`config.mk`:
```
export PLATFORM = sky130hd
export DESIGN_NAME = sd_clk_rate_controller
export DESIGN_NICKNAME = d
export VERILOG_FILES = /design/src/rtl/sd_clk_rate_controller.sv
export SDC_FILE = /design/constraint.sdc
export NUM_CORES = 1
export LEC_CHECK = 0
export CORE_MARGIN = 3
export CORE_UTILIZATION = 30
export DETAILED_ROUTE_END_ITERATION = 12
export DONT_BUFFER_PORTS = 1
export REMOVE_ABC_BUFFERS = 1
export SYNTH_ARGS = -nofsm -noshare
export SYNTH_HDL_FRONTEND = slang
export SYNTH_SLANG_ARGS = --single-unit
```
`constraint.sdc`:
```
create_clock -name clk -period 3.6 [get_ports clk]
set_input_delay 0.72 -clock clk [delete_from_list [all_inputs] [get_ports clk]]
set_output_delay 0.72 -clock clk [all_outputs]
set_load 0.05 [all_outputs]
```
`src/rtl/sd_clk_rate_controller.sv`:
```
// ============================================================================
// Module      : sd_clk_rate_controller
// Description : Sequences SD bus clock-rate changes. Holds the identification
//               divider count after reset and, on request, either restores it
//               or asks the count generator for a TRAN_SPEED-derived count.
//               The SD clock is gated quiet around every divider reload.
// Revision    : 1.0 - initial release
// ============================================================================
`default_nettype none

module sd_clk_rate_controller #(
  parameter logic [15:0] ID_COUNT    = 16'd63,
  parameter logic [15:0] MIN_COUNT   = 16'd1,
  parameter logic [7:0]  TIMEOUT     = 8'd255,
  parameter logic [3:0]  GATE_CYCLES = 4'd4
) (
  input  logic        clk,
  input  logic        rst_n,
  input  logic        i_req_id,
  input  logic        i_req_fast,
  input  logic [7:0]  i_tran_speed,
  output logic        o_gen_start,
  output logic [7:0]  o_gen_speed,
  input  logic        i_gen_ok,
  input  logic        i_gen_err,
  input  logic [15:0] i_gen_count,
  output logic [15:0] o_div_count,
  output logic        o_div_load,
  output logic        o_sd_clk_en,
  output logic        o_busy,
  output logic        o_done,
  output logic        o_err,
  output logic        o_clamped,
  output logic        o_fast_mode
);

  typedef enum logic [2:0] {
    S_IDLE      = 3'd0,
    S_START     = 3'd1,
    S_WAIT      = 3'd2,
    S_GATE_PRE  = 3'd3,
    S_LOAD      = 3'd4,
    S_GATE_POST = 3'd5
  } state_t;

  state_t      r_state;
  logic [15:0] r_pending;
  logic        r_pending_fast;
  logic [3:0]  r_gate_cnt;
  logic [7:0]  r_timer;
  logic        r_gen_start;
  logic [7:0]  r_gen_speed;
  logic [15:0] r_div_count;
  logic        r_div_load;
  logic        r_sd_clk_en;
  logic        r_busy;
  logic        r_done;
  logic        r_err;
  logic        r_clamped;
  logic        r_fast_mode;

  // A gate phase always lasts at least one cycle, so GATE_CYCLES=0 behaves as 1.
  logic        w_gate_last;
  // r_timer counts cycles elapsed since the gen_start cycle; the timeout fires
  // so that err appears exactly TIMEOUT cycles after gen_start.
  logic        w_timeout;
  logic        w_gen_clamp;
  logic [15:0] w_gen_result;

  assign w_gate_last  = ({1'b0, r_gate_cnt} + 5'd1) >= {1'b0, GATE_CYCLES};
  assign w_timeout    = ({1'b0, r_timer} + 9'd1) >= {1'b0, TIMEOUT};
  assign w_gen_clamp  = i_gen_count < MIN_COUNT;
  assign w_gen_result = w_gen_clamp ? MIN_COUNT : i_gen_count;

  // Rate-change sequencer: accept, generate, gate, load, gate, release.
  always_ff @(posedge clk or negedge rst_n) begin
    if (!rst_n) begin
      r_state        <= S_IDLE;
      r_pending      <= ID_COUNT;
      r_pending_fast <= 1'b0;
      r_gate_cnt     <= 4'd0;
      r_timer        <= 8'd0;
      r_gen_start    <= 1'b0;
      r_gen_speed    <= 8'd0;
      r_div_count    <= ID_COUNT;
      r_div_load     <= 1'b0;
      r_sd_clk_en    <= 1'b1;
      r_busy         <= 1'b0;
      r_done         <= 1'b0;
      r_err          <= 1'b0;
      r_clamped      <= 1'b0;
      r_fast_mode    <= 1'b0;
    end else begin
      r_gen_start <= 1'b0;
      r_div_load  <= 1'b0;
      r_done      <= 1'b0;
      case (r_state)
        S_IDLE: begin
          // req_id has priority; requests outside IDLE are simply not seen.
          if (i_req_id) begin
            r_err          <= 1'b0;
            r_pending      <= ID_COUNT;
            r_pending_fast <= 1'b0;
            r_gate_cnt     <= 4'd0;
            r_sd_clk_en    <= 1'b0;
            r_busy         <= 1'b1;
            r_state        <= S_GATE_PRE;
          end else if (i_req_fast) begin
            r_err       <= 1'b0;
            r_clamped   <= 1'b0;
            r_gen_speed <= i_tran_speed;
            r_gen_start <= 1'b1;
            r_busy      <= 1'b1;
            r_state     <= S_START;
          end
        end
        S_START: begin
          r_timer <= 8'd1;
          r_state <= S_WAIT;
        end
        S_WAIT: begin
          // Error beats a simultaneous result; a result beats the timeout.
          if (i_gen_err) begin
            r_err   <= 1'b1;
            r_done  <= 1'b1;
            r_busy  <= 1'b0;
            r_state <= S_IDLE;
          end else if (i_gen_ok) begin
            r_pending      <= w_gen_result;
            r_pending_fast <= 1'b1;
            if (w_gen_clamp) begin
              r_clamped <= 1'b1;
            end
            r_gate_cnt  <= 4'd0;
            r_sd_clk_en <= 1'b0;
            r_state     <= S_GATE_PRE;
          end else if (w_timeout) begin
            r_err   <= 1'b1;
            r_done  <= 1'b1;
            r_busy  <= 1'b0;
            r_state <= S_IDLE;
          end else begin
            r_timer <= r_timer + 8'd1;
          end
        end
        S_GATE_PRE: begin
          // New count and load strobe become visible together in LOAD.
          if (w_gate_last) begin
            r_div_count <= r_pending;
            r_fast_mode <= r_pending_fast;
            r_div_load  <= 1'b1;
            r_state     <= S_LOAD;
          end else begin
            r_gate_cnt <= r_gate_cnt + 4'd1;
          end
        end
        S_LOAD: begin
          r_gate_cnt <= 4'd0;
          r_state    <= S_GATE_POST;
        end
        S_GATE_POST: begin
          if (w_gate_last) begin
            r_sd_clk_en <= 1'b1;
            r_done      <= 1'b1;
            r_busy      <= 1'b0;
            r_state     <= S_IDLE;
          end else begin
            r_gate_cnt <= r_gate_cnt + 4'd1;
          end
        end
        default: begin
          r_sd_clk_en <= 1'b1;
          r_busy      <= 1'b0;
          r_state     <= S_IDLE;
        end
      endcase
    end
  end

  assign o_gen_start = r_gen_start;
  assign o_gen_speed = r_gen_speed;
  assign o_div_count = r_div_count;
  assign o_div_load  = r_div_load;
  assign o_sd_clk_en = r_sd_clk_en;
  assign o_busy      = r_busy;
  assign o_done      = r_done;
  assign o_err       = r_err;
  assign o_clamped   = r_clamped;
  assign o_fast_mode = r_fast_mode;

endmodule

`default_nettype wire

```
== After elaboration in Yosys (flattened, before gate mapping) ==
Index checks and enable logic that the tools add are counted.
Word-level totals
  ROM bits: 0
  memory bits (writable): 0
  flip-flop bits (word level): 64
  latch bits: 0
  memories kept: 0
Operators by class
  muxes and demuxes: 57
  add/subtract/negate cells: 4
  eq/ne operators: 20
  multipliers: 0
  div/mod/pow operators: 0
  shift operators: 0
  order comparisons: 3
  bitwise logic cells: 2
  reductions and logical operators: 16
Operator list (count)
  16-bit two-way mux: 4
  16-bit one-hot mux with 2 select lines: 1
  1-bit two-way mux: 29
  8-bit two-way mux: 3
  2-bit inequality test, second input constant: 11
  3-bit two-way mux: 7
  3-bit one-hot mux with 6 select lines: 1
  16-bit by 1-bit < comparator with 1-bit output, second input constant: 1
  4-bit two-way mux: 4
  4-bit one-hot mux with 4 select lines: 1
  8-bit one-hot mux with 2 select lines: 1
  4-bit AND reduction: 4
  5-bit AND reduction: 3
  8-bit by 1-bit adder with 9-bit output, second input constant: 1
  9-bit by 8-bit greater-or-equal comparator with 1-bit output, second input constant: 1
  3-bit inequality test, second input constant: 3
  8-bit by 1-bit adder with 8-bit output, second input constant: 1
  1-bit one-hot mux with 2 select lines: 4
  1-bit one-hot mux with 4 select lines: 2
  3-bit by 2-bit == test with 1-bit output, second input constant: 2
  3-bit == test, second input constant: 2
  6-bit AND reduction: 1
  4-bit by 1-bit adder with 5-bit output, second input constant: 1
  5-bit by 3-bit greater-or-equal comparator with 1-bit output, second input constant: 1
  11 further kinds: 13

== Logic depth before layout (Yosys ltp) ==
Gate-level depths: netlist (run 1).
  word-level depth: 6
  mapped depth: 9
  depth with buffers taken out: 8

== Least setup slack after synthesis (run 1) ==
OpenSTA, ideal clock, no wires.
  path kind: reg-to-reg
  from: register r_timer[0]
  to: register r_timer[7]
  cell stages (with the launch flop): 10
  data arrival time: 1922 ps
  setup slack: 1540 ps
  path through: dfrtp_1 inv_1 ha_1 o21ba_2 nor3_1 nand4_1 o211ai_4 and2_4 buf_6 o31ai_1
Between the ends
  word-level cells in the longest chain between the ends: 5
  elaborated cells between the ends (all ways): 9
  classes of those cells: 2 x add/sub; 1 x order compare; 1 x eq/ne; 4 x mux; 1 x reduce/logical
RTL lines
  from (decl): RTL line 50  | logic [7:0] r_timer;
  from (signal assigned): RTL line 143  | r_timer <= r_timer + 8'd1;
  branches (longest 5 deep; another with 8-bit by 1-bit adder with 9-bit output)
Several ways; the timed one is not identified. The select of a mux whose other input is x is not followed.
A chain may end at the register's enable or synchronous reset.

== Worst setup path in the final report (run 1) ==
  from: register r_gate_cnt[0]
  to: register r_fast_mode, in the netlist o_fast_mode
Between the ends
  word-level cells in the longest chain between the ends: 3
RTL lines
  from (decl): RTL line 49  | logic [3:0] r_gate_cnt;
  from (signal assigned): RTL line 154  | r_gate_cnt <= r_gate_cnt + 4'd1;
  from (signal assigned): RTL line 168  | r_gate_cnt <= r_gate_cnt + 4'd1;
  4-bit by 1-bit adder with 5-bit output: RTL line 70  | assign w_gate_last = ({1'b0, r_gate_cnt} + 5'd1) >= {1'b0, GATE_CYCLES};
  5-bit by 3-bit greater-or-equal comparator with 1-bit output: RTL line 70
  2-bit AND reduction (no source line)
  to (signal assigned): RTL line 150  | r_fast_mode <= r_pending_fast;
  to (decl): RTL line 60  | logic r_fast_mode;
No other way between the ends.

==> metrics.md, run 1 <==
| Metric | Value |
|---|---|
| Instance count of the mapped netlist | 235 |
| Via count of the first global-routing pass | 1909 |
| Fraction of registers with async set/reset | 100% |
| Max-slew violation count | 0 |
| Cell Area, Synth | 2900 sq um |
| Cts bufs inserted | 9 |
| Achievable frequency | 0.422 GHz |
| Reg2reg start | r_gate_cnt[0]$_DFFE_PN0P_ |
| Std cell rows | 35 |
| Critical path class | flop to flop |
| Critical path peak fanout | 19 |
| Via-to-Cell Ratio | 4.84 |
| Clock tree from TritonCTS | done |
| Shortest period the worst path allows | 2370 ps |
| Xor and xnor fraction of the mapped netlist area | 1.21% |
| Post-synthesis cell type with the largest combined area | sky130_fd_sc_hd__dfrtp_1 |
| Critical Path RT | 3820 ps |
| Clock skew after layout | 6.91 ps |
| Register Area | 1620 sq um |
| Combinational family with the most area after synthesis | compound AO/OA/AOI/OAI gates |
| Cells resized by post-CTS repair | 0 |
| Clock root buffer master | sky130_fd_sc_hd__clkbuf_8 |
| Fraction of layout instances using a drive strength above 1 | 29.9% |
| Total overflow reported by the global router | 0 |
| Part of the total power dissipated in combinational logic | 21.1% |
| Area share of the largest cell type after synthesis | 43.9% |
| Worst path arrival time | 2590 ps |
| Number of nets still failing antenna checks after routing | 0 |
| Static power due to leakage | 1.40 nW |
| Clock insertion delay at the later pin of the skew report | 340 ps |
| Count of flip-flops with a built-in enable after synthesis | 0 |
| Primary flip-flop cell chosen by synthesis mapping | sky130_fd_sc_hd__dfrtp_1 |
| Worst VDD drop | 0.272 mV |
| Number of H-tree levels | 3 |
| Setup fix buffers added after clock tree synthesis | 0 |
| Power per unit of standard cell area | 928 nW/um^2 |
| Initial core utilization | 31.1% |
| WL per Instance | 15.8 um |
| Fraction of the cycle the final worst path needs | 65.9% |
| Placed Cells incl. Taps | 357 |
| Area of the multi-input gates | 1190 sq um |
| Number of max-cap violations | 0 |
| Length in cells of the worst reg-to-reg path | 6 |
| Max Buffers Root-to-Sink | 2 |
| Total Negative Setup Slacks | 0 ps |
| DPL Wire Length | 4.24 mm |
| Floorplan die area | 10900 sq um |
| Reg-to-reg slack, setup | 1230 ps |
| Unrepaired setup endpoints after global routing | false |
| Switching power share of the total | 42.9% |
| Initial antenna violation count | 0 |
| Maximum number of pins on one net before global-route repair | 65 |
| Total vias in the final route | 1807 |
| Clock transition time at the flip-flop clock pins of the worst setup and hold paths | 70 ps |
| Number of hold-repair buffers added at the cts stage | 0 |
| Synth cell count leaders | sky130_fd_sc_hd__dfrtp_1 (51), sky130_fd_sc_hd__nand2_1 (21), sky130_fd_sc_hd__mux2_2 (18) |
| I/O pin cnt | 62 |
| Final hold viol count | 0 |
| Count of inserted antenna diode cells | 0 |
| FF+latch count, synth | 64 |
| Sequential area share after synthesis | 55.7% |
| Setup violations, final | 0 |
| Routability Congestion | 0.781 |
| Syn Area/Cell | 12.4 sq um |
| Crit path launch type | flop |
| Dominant cells by area after synthesis | sky130_fd_sc_hd__dfrtp_1 (44%), sky130_fd_sc_hd__dfstp_2 (12%), sky130_fd_sc_hd__mux2_2 (7.0%) |
| Type of the worst min-delay path | primary input to asynchronous set/reset pin |
| Placeable core region | 9330 sq um |
| Die Span Y | 104 um |
| Part of the power in registers | 57.7% |
| Combined global-route utilization of all metal layers | 11.4% |
| Worst-case headroom to the max-slew limit | 35.2% |
| Aggregate routed wire length | 5.88 mm |
| Switching component of the power | 0.00128 W |
| Capture instance of the worst register-to-register path | o_fast_mode$_DFFE_PN0P_ |
| Power Internal | 0.00170 W |
| Portion of total power attributed to the clock network | 21.2% |
| Layout overhead on the synthesized area | 10.6% |
| Outcome | finished clean |
| Die width | 104 um |
| Global-route wire length before repair | 10.1 mm |
| Total number of yosys warnings | 0 |
| Leading cell type by number of instances after synthesis | sky130_fd_sc_hd__dfrtp_1 |
| Tot Pwr | 0.00298 W |
| Count of fill cells added during filler insertion | 899 |
| Sinks on the clock net | 64 |
| Simple-Gate Fraction of Synth Area | 12.9% |
| Fraction of synthesized area in multiplexers | 11.8% |
| Endpoint class of the critical path | flop |
| Non-filler instance count after layout | 373 |
| Distinct cell type count after synthesis | 50 |
| Initial DRT Pass Iterations | 4 |
| Port buffer count | 0 |
| Final cell utilization of the core | 34.4% |
| Synth Area in Adders | 1.72% |
| Residual DRC | 0 |
| Nets@finish | 273 |
| Iteration-0 DRC Markers | 177 |
| Worst Max-Slew Pin Slew | 972 ps |
| Synth Area in Compound Gates | 13.4% |
-- cell usage in the layout (no fill, tap or decap), drive strengths merged, types with 7 or more instances in the layout --
cell,count
o22a,8
a22o,8
nand2,22
dfrtp,51
nor2,18
mux2,26
dfstp,13
o21ai,8
clkbuf,12
nand3,8
a21oi,8
inv,7
-- critical path, cell delays in order (launching register included) --
cell                      delay, ps
sky130_fd_sc_hd__dfrtp_1        410
sky130_fd_sc_hd__ha_1           220
sky130_fd_sc_hd__and2_1         160
sky130_fd_sc_hd__a21oi_2        170
sky130_fd_sc_hd__o21ai_2        110
sky130_fd_sc_hd__or3_1          740
sky130_fd_sc_hd__mux2_4         450
-- cells by family after synthesis --
logic type | count (synthesis)
AO/OA/AOI/OAI | 48
XOR/XNOR | 4
adder cells (fa/ha/maj) | 4
buffers and inverters | 15
flip-flops | 64
multiplexers | 28
AND/OR/NAND/NOR | 72
-- through the flow --
| stage | hold slack, ps | cell area, sq um | setup WS, ps |
|---|---|---|---|
| finish | 72.1 | 3210 | 1230 |
| global route | 33.0 | 3210 | 1070 |
| CTS | 54.9 | 3210 | 1200 |
| detailed placement | 426 | 3010 | 1210 |
| global placement | 426 | 3010 | 1240 |
| floorplan | 424 | 2830 | 1460 |
-- registers in the layout, summed over array words and instances, names as in the netlist --
register / cells
o_clamped: 1
o_fast_mode: 1
o_gen_speed: 8
o_busy: 1
o_gen_start: 1
o_sd_clk_en: 1
r_state: 3
o_div_count: 16
r_timer: 8
o_err: 1
o_div_load: 1
o_done: 1
r_gate_cnt: 4
r_pending_fast: 1
r_pending: 16
-- how the worst max path moves through the flow --
stage                     slack (ps)                       from  cells after the start                          end
final                           1230  r_gate_cnt[0]$_DFFE_PN0P_                      6      o_fast_mode$_DFFE_PN0P_
after global routing            1070  r_gate_cnt[0]$_DFFE_PN0P_                      6  o_div_count[12]$_DFFE_PN0P_
after CTS                       1200  r_gate_cnt[0]$_DFFE_PN0P_                      6  o_div_count[15]$_DFFE_PN0P_
after detailed placement        1210  r_gate_cnt[0]$_DFFE_PN0P_                      6  o_div_count[15]$_DFFE_PN0P_
after global placement          1240  r_gate_cnt[0]$_DFFE_PN0P_                      6  o_div_count[12]$_DFFE_PN0P_
after floorplan                 1460  r_gate_cnt[0]$_DFFE_PN0P_                      6  o_div_count[10]$_DFFE_PN0P_
-- final cells by class --
class / instances / area share, %
Multi-Input combinational cell: 156 / 37.0
Timing Repair Buffer: 2 / 0.467
Clock buffer: 12 / 4.83
Tap cell: 129 / 5.02
Sequential cell: 64 / 50.4
Inverter: 6 / 0.701
Clock inverter: 4 / 1.60
-- power by group through the flow --
stage	Combinational [W]	Clock [W]	Sequential [W]
2_1_floorplan	0.000522	0	0.00166
3_3_place_gp	0.000627	0	0.00173
3_5_place_dp	0.000638	0	0.00174
4_1_cts	0.000641	0.000659	0.00173
5_1_grt	0.000709	0.000695	0.00176
6_report	0.000630	0.000632	0.00172
-- metal layers --
layer  vias up  track usage [%]  share of wire [%]
li1        858                -                  -
met1       896             14.0                 45
met2        45             18.5                 48
met3         8             5.15                6.6
met4         0             2.56               0.94
met5         -                0                  0
Power figures use the tool's default switching activity.
==> inputs of run 2 (changes only) <==
==> constraint.sdc (replaced) <==
create_clock -name clk -period 2.35 [get_ports clk]
set_input_delay 0.47 -clock clk [delete_from_list [all_inputs] [get_ports clk]]
set_output_delay 0.47 -clock clk [all_outputs]
set_load 0.05 [all_outputs]
==> run 2 against run 1 <==
Against the previous run: maximum frequency grew 6.8%; setup slack worse by 1100 ps; first-iteration DRC count down 57%; clock skew rose by 2.1 ps; worst hold slack worse by 63 ps; clock power up 39%; total power grew 53%; die area is the same; non-clock buffer count increased by 6; combinational power grew 68%; flip-flop and latch count unchanged.
==> metrics.md, run 2 (same netlist as run 1, synthesis figures left out) <==
| Metric | Value |
|---|---|
| Placeable core region | 9330 sq um (unchanged) |
| Initial DRT Pass Iterations | 4 (unchanged) |
| Maximum number of pins on one net before global-route repair | 65 (unchanged) |
| Power per unit of standard cell area | 1390 nW/um^2 (+50%) |
| I/O pin cnt | 62 (unchanged) |
| DPL Wire Length | 4.28 mm (+0.85%) |
| Port buffer count | 0 (unchanged) |
| Critical path startpoint | r_timer[0]$_DFFE_PN0P_ |
| Achievable frequency | 0.450 GHz (+6.8%) |
| Combined global-route utilization of all metal layers | 11.5% (+0.075 points) |
| Reg2reg start | r_timer[0]$_DFFE_PN0P_ |
| Number of max-cap violations | 0 (unchanged) |
| Top library cells by usage in the layout, fill and taps aside | sky130_fd_sc_hd__dfrtp_1 (51), sky130_fd_sc_hd__nand2_1 (21), sky130_fd_sc_hd__mux2_2 (18) |
| Largest stage delay on the critical path | 410 ps (-330 ps) |
| Critical path peak fanout | 9 (-10) |
| Routability Congestion | 0.803 (+2.9%) |
| Worst path arrival time | 2430 ps (-160 ps) |
| Total vias in the final route | 1869 (+3.4%) |
| Cell-by-cell trace of the critical path | inv_1, ha_1, o21ba_2, nor3_1, nand4_1, o211ai_4, and2_4, o31ai_1 |
| Static power due to leakage | 1.44 nW (+2.7%) |
| Aggregate routed wire length | 5.89 mm (+0.19%) |
| Buffering stage count on the worst path with inverters included | 1 (+1) |
| Residual DRC | 0 (unchanged) |
| Max-slew violation count | 0 (unchanged) |
| Nets@finish | 279 (+2.2%) |
| Switching power share of the total | 43.5% (+0.61 points) |
| Global-route wire length before repair | 10.1 mm (about the same) |
| Endpoint class of the critical path | flop |
| Total Negative Setup Slacks | 0 ps (unchanged) |
| Final hold viol count | 0 (unchanged) |
| Reg-to-reg slack, setup | 130 ps (-1100 ps) |
| Part of the total power dissipated in combinational logic | 23.3% (+2.2 points) |
| Worst-case headroom to the max-slew limit | 63.3% (+28 points) |
| Number of hold-repair buffers added at the cts stage | 1 (+1) |
| Critical Path RT | 2560 ps (-1260 ps) |
| Critical path class | flop to flop |
| Initial core utilization | 31.1% (unchanged) |
| Most common cell after layout, fill and taps aside | sky130_fd_sc_hd__dfrtp_1 |
| Kind of cell adding the most delay to the critical path | simple AND/OR/NAND/NOR gates |
| Iteration-0 DRC Markers | 76 (-57%) |
| Part of the power in registers | 57.4% (-0.3 points) |
| Final design instance area without fill | 3280 sq um (+1.9%) |
| Type of the worst min-delay path | primary input to asynchronous set/reset pin |
| Via-to-Cell Ratio | 4.93 (+1.8%) |
| WL per Instance | 15.5 um (-1.4%) |
| Unrepaired setup endpoints after global routing | false |
| Clock tree from TritonCTS | done |
| Outcome | finished clean |
| Std cell rows | 35 (unchanged) |
| Fraction of the cycle the final worst path needs | 94.5% (+29 points) |
| Portion of total power attributed to the clock network | 19.3% (-1.9 points) |
| Floorplan die area | 10900 sq um (unchanged) |
| Master of the slowest instance on the critical path | sky130_fd_sc_hd__dfrtp_1 |
| Clock insertion delay at the later pin of the skew report | 340 ps (about the same) |
| Setup violations, final | 0 (unchanged) |
| Fraction of layout instances using a drive strength above 1 | 32.0% (+2.1 points) |
| Count of inserted antenna diode cells | 0 (unchanged) |
| Setup fix buffers added after clock tree synthesis | 0 (unchanged) |
| Via count of the first global-routing pass | 1907 (-0.10%) |
| Shortest period the worst path allows | 2220 ps (-150 ps) |
| Crit path launch type | flop |
| Die width | 104 um (unchanged) |
| Sinks on the clock net | 64 (unchanged) |
| Power Internal | 0.00257 W (+51%) |
| Cell area reported after detailed placement | 3060 sq um (+1.7%) |
| Die Span Y | 104 um (unchanged) |
| Worst VDD drop | 0.452 mV (+66%) |
| Clock root buffer master | sky130_fd_sc_hd__clkbuf_8 |
| Total overflow reported by the global router | 0 (unchanged) |
| Clock transition time at the flip-flop clock pins of the worst setup and hold paths | 70 ps (about the same) |
| Clock skew after layout | 9.06 ps (+2.14 ps) |
| Cells resized by post-CTS repair | 0 (unchanged) |
| Layout overhead on the synthesized area | 12.8% |
| Initial antenna violation count | 0 (unchanged) |
| Worst Max-Slew Pin Slew | 546 ps (-426 ps) |
| Switching component of the power | 0.00198 W (+55%) |
| Max Buffers Root-to-Sink | 2 (unchanged) |
| Number of nets still failing antenna checks after routing | 0 (unchanged) |
| Cts bufs inserted | 9 (unchanged) |
| Number of H-tree levels | 3 (unchanged) |
run 2: worst paths after layout:
path,endpoint,cells past startpoint
max in group asynchronous,o_div_count[1]$_DFFE_PN1P_,1
min,r_pending[9]$_DFFE_PN0P_,1
min reg2reg,r_pending[13]$_DFFE_PN0P_,2
max reg2reg,r_timer[7]$_DFFE_PN0P_,8
max,r_timer[7]$_DFFE_PN0P_,8
min in group clk,r_pending[0]$_DFFE_PN1P_,2
run 2: area by class of cell:
class / count / area, sq um
fill: 929 / 6050
sequential: 64 / 1620
multi-input combinational: 156 / 1190
clock buffer: 12 / 165
tap: 129 / 161
timing repair buffer: 8 / 92.6
clock inverter: 4 / 26.3
inverter: 6 / 22.5
run 2: power groups by stage:
stage	Combinational (W)	Clock (W)	Sequential (W)
after floorplan	0.000799	0	0.00255
after global placement	0.00101	0	0.00264
after detailed placement	0.00104	0	0.00265
after CTS	0.00107	0.000914	0.00262
after global routing	0.00119	0.000967	0.00268
final	0.00106	0.000877	0.00261
run 2: layer usage:
metal,track usage [%],vias up,wire length (um)
li1,-,870,-
met1,14.1,938,2600
met2,18.2,50,2780
met3,4.35,11,397
met4,4.56,0,113
met5,0,-,0
run 2: worst reg2reg max path: cells and delay by family, from the launching register on:
| family | cells | cell delay, ps |
|---|---|---|
| simple gates | 3 | 650 |
| fa+ha+maj | 1 | 330 |
| compound gates | 3 | 610 |
| buf+inv | 1 | 100 |
| flops | 1 | 410 |
run 2: through the flow:
stage | power [W] | hold WS, ps | cells | worst slack [ps] | utilization, %
after floorplan | 0.00335 | 174 | 226 | 207 | -
after global placement | 0.00365 | 176 | 362 | 217 | 32.8
after detailed placement | 0.00368 | 176 | 362 | 149 | 32.8
after CTS | 0.00461 | 2.36 | 379 | 133 | 35.1
after global routing | 0.00484 | 1.01 | 379 | 17.4 | 35.1
final | 0.00455 | 9.13 | 379 | 130 | 35.1
==> inputs of run 3 (changes only) <==
--- a/config.mk
+++ b/config.mk
@@ -9,6 +9,7 @@
 export CORE_UTILIZATION = 30
 export DETAILED_ROUTE_END_ITERATION = 12
 export DONT_BUFFER_PORTS = 1
+export PLACE_DENSITY = 0.48
 export REMOVE_ABC_BUFFERS = 1
 export SYNTH_ARGS = -nofsm -noshare
 export SYNTH_HDL_FRONTEND = slang
==> run 3 against run 2 <==
Against the previous run: largest cell class unchanged; register-to-register slack better by 70 ps; largest power group unchanged; first-iteration DRC count up 75%; routed wire length up 5.8%; clock skew down 4.5 ps; total power down 1.4%; highest routed layer unchanged.
==> metrics.md, run 3 (same netlist as run 1, synthesis figures left out) <==
| Metric | Value |
|---|---|
| Number of H-tree levels | 3 (unchanged) |
| Critical path peak fanout | 7 (-2) |
| Worst VDD drop | 0.391 mV (-14%) |
| Outcome | finished clean |
| Unrepaired setup endpoints after global routing | false |
| Fraction of layout instances using a drive strength above 1 | 30.6% (-1.4 points) |
| Clock skew after layout | 4.57 ps (-4.49 ps) |
| Clock insertion delay at the later pin of the skew report | 330 ps (about the same) |
| Via count of the first global-routing pass | 1871 (-1.9%) |
| Achievable frequency | 0.465 GHz (+3.2%) |
| Cell-by-cell trace of the critical path | inv_1, ha_1, o21ba_2, nor3_1, nand4_1, o211ai_4, and2_4, o31ai_1 |
| Port buffer count | 0 (unchanged) |
| Cells resized by post-CTS repair | 0 (unchanged) |
| Shortest period the worst path allows | 2150 ps (-69.4 ps) |
| Clock root buffer master | sky130_fd_sc_hd__clkbuf_8 |
| Initial DRT Pass Iterations | 4 (unchanged) |
| Most common cell after layout, fill and taps aside | sky130_fd_sc_hd__dfrtp_1 |
| Count of inserted antenna diode cells | 0 (unchanged) |
| Floorplan die area | 10900 sq um (unchanged) |
| Initial core utilization | 31.1% (unchanged) |
| Largest stage delay on the critical path | 410 ps (about the same) |
| Final hold viol count | 0 (unchanged) |
| Setup violations, final | 0 (unchanged) |
| Worst Max-Slew Pin Slew | 587 ps (+41.1 ps) |
| Global-route wire length before repair | 9.93 mm (-1.5%) |
| Initial antenna violation count | 0 (unchanged) |
| Routability Congestion | 0.807 (+0.41%) |
| Die width | 104 um (unchanged) |
| Std cell rows | 35 (unchanged) |
| Max Buffers Root-to-Sink | 2 (unchanged) |
| Worst-case headroom to the max-slew limit | 60.9% (-2.4 points) |
| Endpoint class of the critical path | flop |
| Residual DRC | 0 (unchanged) |
| Total vias in the final route | 1840 (-1.6%) |
| Clock transition time at the flip-flop clock pins of the worst setup and hold paths | 70 ps (about the same) |
| Type of the worst min-delay path | primary input to asynchronous set/reset pin |
| WL per Instance | 16.5 um (+6.3%) |
| Critical path class | flop to flop |
| Total Negative Setup Slacks | 0 ps (unchanged) |
| Max-slew violation count | 0 (unchanged) |
| Sinks on the clock net | 64 (unchanged) |
| Via-to-Cell Ratio | 4.88 (-1.0%) |
| Number of max-cap violations | 0 (unchanged) |
| Aggregate routed wire length | 6.23 mm (+5.8%) |
| Master of the slowest instance on the critical path | sky130_fd_sc_hd__dfrtp_1 |
| Worst path arrival time | 2350 ps (-80 ps) |
| Reg-to-reg slack, setup | 200 ps (+70 ps) |
| Reg2reg start | r_timer[0]$_DFFE_PN0P_ |
| Combined global-route utilization of all metal layers | 11.7% (+0.21 points) |
| Total overflow reported by the global router | 0 (unchanged) |
| Top library cells by usage in the layout, fill and taps aside | sky130_fd_sc_hd__dfrtp_1 (51), sky130_fd_sc_hd__nand2_1 (21), sky130_fd_sc_hd__mux2_2 (18) |
| Setup fix buffers added after clock tree synthesis | 0 (unchanged) |
| Clock tree from TritonCTS | done |
| DPL Wire Length | 4.33 mm (+1.3%) |
| Final design instance area without fill | 3230 sq um (-1.3%) |
| Number of nets still failing antenna checks after routing | 0 (unchanged) |
| Static power due to leakage | 1.42 nW (-1.8%) |
| Fraction of the cycle the final worst path needs | 91.5% (-3.0 points) |
| Placeable core region | 9330 sq um (unchanged) |
| Final cell utilization of the core | 34.7% (-0.46 points) |
| Die Span Y | 104 um (unchanged) |
| Layout overhead on the synthesized area | 11.3% |
| Maximum number of pins on one net before global-route repair | 65 (unchanged) |
| Worst hold slack after final layout | 14.5 ps (+5.36 ps) |
| Count of fill cells added during filler insertion | 907 (-2.4%) |
| Iteration-0 DRC Markers | 133 (+75%) |
| Capture instance of the worst register-to-register path | r_timer[7]$_DFFE_PN0P_ |
| Nets@finish | 277 (-0.72%) |
| I/O pin cnt | 62 (unchanged) |
| Power per unit of standard cell area | 1390 nW/um^2 (about the same) |
| Tot Pwr | 0.00449 W (-1.4%) |
| Length in cells of the worst reg-to-reg path | 8 (unchanged) |
| Cell area reported after detailed placement | 3030 sq um (-0.90%) |
| Critical Path RT | 2550 ps (about the same) |
| Cts bufs inserted | 9 (unchanged) |
| Crit path launch type | flop |
==> run 3: changes by cell type in the layout (fill, tap and decap cells not counted) <==
cell and delta:
sky130_fd_sc_hd__buf_4 -1, sky130_fd_sc_hd__buf_12 -1, sky130_fd_sc_hd__clkbuf_8 -1, sky130_fd_sc_hd__clkbuf_1 +2
sky130_fd_sc_hd__inv_6 -1
==> run 3: worst max-delay path, delay by kind of cell (launching register included) <==
| family | cells | cell delay (ps) |
|---|---|---|
| adders and majority gates | 1 | 320 |
| DFF | 1 | 410 |
| buffers and inverters | 1 | 90 |
| AOI/OAI and AO/OA | 3 | 550 |
| and+or+nand+nor | 3 | 640 |
==> run 3: metal layers <==
layer | vias up | wire [um] | global-route usage [%] | share of wire, %
li1 | 871 | - | - | -
met2 | 60 | 2860 | 18.1 | 46
met3 | 4 | 583 | 6.02 | 9.4
met1 | 905 | 2750 | 14.1 | 44
met4 | 0 | 39 | 3.70 | 0.63
met5 | - | 0 | 0 | 0
==> run 3: power breakdown <==
group	internal (W)	switching, W
combinational	0.000508	0.000504
clock	0.000438	0.000410
sequential	0.00157	0.00106
==> run 3: per-stage QoR <==
step	std cells	worst slack (ps)
after CTS	377	181
final	377	199
after floorplan	226	207
after detailed placement	360	199
after global placement	360	260
after global routing	377	34.3
==> run 3: worst max path at each step <==
stage                                   start                     endpoint  slack, ps  cells after the start
floorplan           r_gate_cnt[0]$_DFFE_PN0P_  o_div_count[10]$_DFFE_PN0P_        210                      6
global placement       r_timer[0]$_DFFE_PN0P_       r_timer[7]$_DFFE_PN0P_        260                      8
detailed placement     r_timer[0]$_DFFE_PN0P_       r_timer[7]$_DFFE_PN0P_        200                      8
CTS                    r_timer[0]$_DFFE_PN0P_       r_timer[7]$_DFFE_PN0P_        180                      8
global route           r_timer[0]$_DFFE_PN0P_       r_timer[7]$_DFFE_PN0P_         30                      8
finish                 r_timer[0]$_DFFE_PN0P_       r_timer[7]$_DFFE_PN0P_        200                      8
==> run 3: what timing repair did <==
item,4_1_cts,5_1_grt
setup endpoints to repair,0,0
endpoints found under the hold margin,64,0
hold buffers,1,0
==> run 3: final cells by class <==
type                       count  area (sq um)  area share [%]
clock inverter                 3          17.5           0.542
multi-input combinational    156          1190            36.8
sequential                    64          1620            50.0
clock buffer                  13           159            4.91
inverter                       6          22.5           0.697
timing repair buffer           6          65.1            2.01
tap                          129           161            4.99
